## src/rtl/cm_sort_ser.sv

```systemverilog
// rtl/cm_sort_ser.sv - two-slot vector FIFO that serialises sorted vectors one element per transfer.
// Define CM_SORT_SER_DESC_EN to emit each vector largest-first instead of smallest-first.
module cm_sort_ser #(
    parameter int DCNT   = 8,
    parameter int DWIDTH = 16
) (
    input  logic                           i_clk,
    input  logic                           i_rst,
    input  logic                           i_vld,
    input  logic [DCNT-1:0][DWIDTH-1:0]    i_data,
    output logic                           o_vld,
    input  logic                           i_rdy,
    output logic [DWIDTH-1:0]              o_data,
    output logic [$clog2(DCNT)-1:0]        o_idx,
    output logic                           o_last,
    output logic                           o_ovf
);

    localparam int IW = $clog2(DCNT);
    localparam logic [IW-1:0] IDX_MAX = IW'(DCNT - 1);

    typedef enum logic {
        IDLE,
        STREAM
    } state_t;

    state_t                      state_q;
    logic [DCNT-1:0][DWIDTH-1:0] slot_q [2];
    logic                        wr_q;
    logic                        rd_q;
    logic [1:0]                  count_q;
    logic [1:0]                  count_d;
    logic [IW-1:0]               idx_q;
    logic [IW-1:0]               idx_d;
    logic [IW-1:0]               rd_el;
    logic                        ovf_q;
    logic                        xfer;
    logic                        last_xfer;
    logic                        cap;
    logic                        drop;

    // A full FIFO can still accept a vector when its oldest slot frees up this very cycle.
    always_comb begin
        xfer      = (count_q != 2'd0) && i_rdy;
        last_xfer = xfer && (idx_q == IDX_MAX);
        cap       = i_vld && ((count_q != 2'd2) || last_xfer);
        drop      = i_vld && (count_q == 2'd2) && !last_xfer;

        count_d = count_q;
        if (cap && !last_xfer) begin
            count_d = count_q + 2'd1;
        end else if (!cap && last_xfer) begin
            count_d = count_q - 2'd1;
        end

        idx_d = idx_q;
        if (last_xfer) begin
            idx_d = '0;
        end else if (xfer) begin
            idx_d = idx_q + IW'(1);
        end
    end

    always_ff @(posedge i_clk) begin
        if (i_rst) begin
            state_q <= IDLE;
            wr_q    <= 1'b0;
            rd_q    <= 1'b0;
            count_q <= 2'd0;
            idx_q   <= '0;
            ovf_q   <= 1'b0;
        end else begin
            if (cap) begin
                slot_q[wr_q] <= i_data;
                wr_q         <= ~wr_q;
            end
            if (last_xfer) begin
                rd_q <= ~rd_q;
            end
            if (drop) begin
                ovf_q <= 1'b1;
            end
            count_q <= count_d;
            idx_q   <= idx_d;

            case (state_q)
                IDLE: begin
                    if (cap) begin
                        state_q <= STREAM;
                    end
                end
                STREAM: begin
                    if (last_xfer && !cap && (count_q == 2'd1)) begin
                        state_q <= IDLE;
                    end
                end
                default: state_q <= IDLE;
            endcase
        end
    end

`ifdef CM_SORT_SER_DESC_EN
    assign rd_el = IDX_MAX - idx_q;
`else
    assign rd_el = idx_q;
`endif

    assign o_vld  = (count_q != 2'd0);
    assign o_data = slot_q[rd_q][rd_el];
    assign o_idx  = idx_q;
    assign o_last = (idx_q == IDX_MAX);
    assign o_ovf  = ovf_q;

endmodule

```

## config.mk

```make
export PLATFORM = sky130hd
export DESIGN_NAME = cm_sort_ser
export DESIGN_NICKNAME = d
export VERILOG_FILES = /design/src/rtl/cm_sort_ser.sv
export SDC_FILE = /design/constraint.sdc
export NUM_CORES = 1
export LEC_CHECK = 0
export ABC_CLOCK_PERIOD_IN_PS = 37900
export CAP_MARGIN = 20
export CORE_MARGIN = 5
export CORE_UTILIZATION = 35
export CTS_BUF_LIST = sky130_fd_sc_hd__clkbuf_8 sky130_fd_sc_hd__clkbuf_16
export DETAILED_ROUTE_END_ITERATION = 12
export HOLD_SLACK_MARGIN = 0.05
export PLACE_DENSITY_LB_ADDON = 0.2
export SLEW_MARGIN = 20
export SYNTH_ARGS = -nofsm -noshare
export SYNTH_HDL_FRONTEND = slang
export SYNTH_SLANG_ARGS = --single-unit
```

## constraint.sdc

```tcl
create_clock -name i_clk -period 37.9 [get_ports i_clk]
set_input_delay 7.58 -clock i_clk [delete_from_list [all_inputs] [get_ports i_clk]]
set_output_delay 7.58 -clock i_clk [all_outputs]
set_load 0.03 [all_outputs]
```

==> impl_metrics.yaml <==
synthesis:
  syn_area_sq_um: 10020
  synth.area.top_cells: "edfxtp_1 (77%), mux4_2 (12%), mux4_1 (2.9%)"
  synth_seq_cells: 265
  seq_area_frac_synth_pct: 78.49
  synth_async_sr_flop_share_pct: 0
  synth_flop_cell: "edfxtp_1"
  synth_edf_count: 256
  synth_top_cell_area_share_pct: 76.69
  synth_top_area_cell: "edfxtp_1"
  synthDistinctLibCells: 26
  synthCells: 439
  syn_avg_cell_area_sq_um: 22.83
  syn_nets: 574
  synth.most_common_cell: "edfxtp_1"
  synth_common_cells: "edfxtp_1 (256), mux4_2 (53), a22oi_1 (32), nand2_1 (16), mux4_1 (11)"
  synth_warnings: 0
setup_path:
  crit_path_max_incr_delay_ns: 0.79
  r2r_end: "slot_q[1][0]"
  r2r_cells: 7
  critPathKind: "reg -> out"
  crit_slowest_cell: "buf_4"
  worstPathRequired_ns: 30.32
  cp.arrival_ns: 3.68
  startpoint_type: "flop"
  crit_path_end_kind: "primary output"
  cp-endpoint: "o_data[1]"
  path_cells: "buf_4 -> mux4_1 -> a22oi_1 -> nand2_1 -> clkdlybuf4s50_1"
  path_max_fanout: 46
  rrSetupSlack_ns: 33.71
  rr_startpoint: "o_idx[0]"
timing:
  rsz0062_at_grt: "false"
  slew_violations: 0
  worst_slew_pin_slew_ns: 1.050
  max_slew_margin_pct: 29.67
  clock.fmax_mhz: 88.82
  finClkSkew_ns: 0.006377
  holdWs_ns: 0.5127
  setup_viol: 0
  hold_viol_final: 0
  setup_tns_ns: 0
  fin_crit_ns: 11.26
  fin_crit_sh_pct: 29.71
  layout_setup_ws_ns: 26.64
die:
  start_util_pct: 35.21
  die_w_microns: 179.2
  die_h_microns: 179.2
  rows: 62
  coreArea_sq_um: 28470
  dieArea_sq_um: 32120
  io_pins: 154
global_routing:
  grt_pass1_wl_microns: 32260
  grt_pass1_vias: 5373
  grt_max_degree: 75
  track_usage_pct: 13.26
  antenna_found_initial: 4
  grt_overflow: 0
cts:
  cts_setup_buffers: 0
  clk_latency_ns: 0.52
  clockBufferDepth: 3
  clock-root-buffer: "clkbuf_16"
  htree_levels: 1
  cts_tree: "done"
  cts-resized-gates: 0
  clock_sinks: 265
  numCtsBuffers: 28
  hold_buffers: 0
  clk_pin_slew_ns: 0.06
drt:
  finalWirelength_microns: 21570
  via_per_inst: 4.824
  drc: 0
  drtIter0Drc: 365
  vias: 4877
  ant_nets: 0
  drtPass1Iterations: 5
  routedWlPerCell_microns: 21.33
cells_and_area:
  num-fill-cells: 2433
  multiInputGateArea_sq_um: 2032
  area_growth_pct: 29.55
  final_util_pct: 45.61
  antenna_cells: 0
  ff_latch_area_sq_um: 7875
  stdcell_count: 1011
  drive_above_1_share_pct: 17.22
  final_nets: 740
  stdcell_area_sq_um: 12990
power_and_ir_drop:
  switchingPower_mw: 0.1434
  pwr-share-comb_pct: 8.8
  p_int_mw: 0.5584
  power_density_nw_per_um2: 54.04
  swShare_pct: 20.43
  ir_worst_vdd_v: 0.00002267
  p_leak_nw: 4.144
  p_clk_share_pct: 41.7
  finalPower_mw: 0.7018
  p_seq_share_pct: 49.6
place:
  place_congestion: 0.6958
  port_buffers: 153
  place_area_sq_um: 11970
  dp_slack_ns: 27.06
  post-dp-hpwl_microns: 13780
  dp.cells: 959
flow_run:
  max_cap_violations: 0
worst_hold_path:
  holdPathStages: 2
  hp-class: "reg -> reg"
run_status:
  status: "finished, final reports clean"
-- worst max-delay path, delay by kind of cell, from the launching register on --
| kind | cells | cell delay [ns] |
|---|---|---|
| buf+inv | 2 | 1.40 |
| mux | 1 | 0.64 |
| flops | 1 | 0.58 |
| compound gates | 1 | 0.37 |
| simple gates | 1 | 0.10 |
-- state kept, by name, summed over array words and instances, names as in the netlist, named ones only --
register and flops:
o_idx 3, rd_q 1, wr_q 1, slot_q 256, o_ovf 1, count_q 2
-- worst min-delay path by stage --
stage | endpoint | from
floorplan | flop | rd_q
global placement | count_q[1] | count_q[1]
detailed placement | rd_q | rd_q
CTS | rd_q | rd_q
global route | rd_q | rd_q
finish | rd_q | rd_q
-- power groups by stage --
stage	registers, mW	clock network, mW	logic, mW
CTS	0.348	0.301	0.0630
floorplan	0.354	0	0.0336
detailed placement	0.355	0	0.0627
global route	0.349	0.314	0.0659
finish	0.348	0.292	0.0616
global placement	0.353	0	0.0611
-- per-layer routing --
| metal | GRT usage, % | vias to the layer above | wire length, microns |
|---|---|---|---|
| met5 | 0 | - | 51 |
| met4 | 2.825 | 8 | 282 |
| met3 | 3.121 | 33 | 1091 |
| met2 | 21.51 | 114 | 10660 |
| met1 | 18.43 | 2509 | 9478 |
| li1 | - | 2213 | - |
-- placed cells by master, fill, tap and decap left out, types with 2 or more instances in the layout --
master / count
edfxtp_1: 256
clkinv_1: 7
a22oi_1: 32
mux4_2: 53
o21ai_0: 3
nor3b_1: 2
clkbuf_8: 4
a21oi_1: 4
and2_1: 2
dfxtp_4: 2
nor2_1: 8
buf_4: 5
bufinv_16: 6
ha_1: 3
mux4_1: 11
nand2_1: 16
dfxtp_1: 7
nor2b_2: 2
clkinv_2: 2
xor2_1: 4
clkbuf_16: 29
clkdlybuf4s50_1: 153
inv_1: 6
-- cell families (layout without fill, tap and decap cells) --
logic type	count (synthesis)	after routing	share of synthesized area (%)
buf+inv	25	213	1.410
mux	64	64	14.79
xor+xnor	4	4	0.3495
compound gates	40	40	2.834
flops	265	265	78.49
simple gates	38	38	1.748
fa+ha+maj	3	3	0.3745
-- layout make-up --
| class | count | area share, % |
|---|---|---|
| multi-input cells | 149 | 15.65 |
| inverters | 3 | 0.08672 |
| well taps | 384 | 3.700 |
| repair buffers | 158 | 12.08 |
| flip-flops and latches | 265 | 60.65 |
| clock inverters | 19 | 1.821 |
| clock buffers | 33 | 6.013 |
Note: power is estimated with default switching activity, not from simulation.
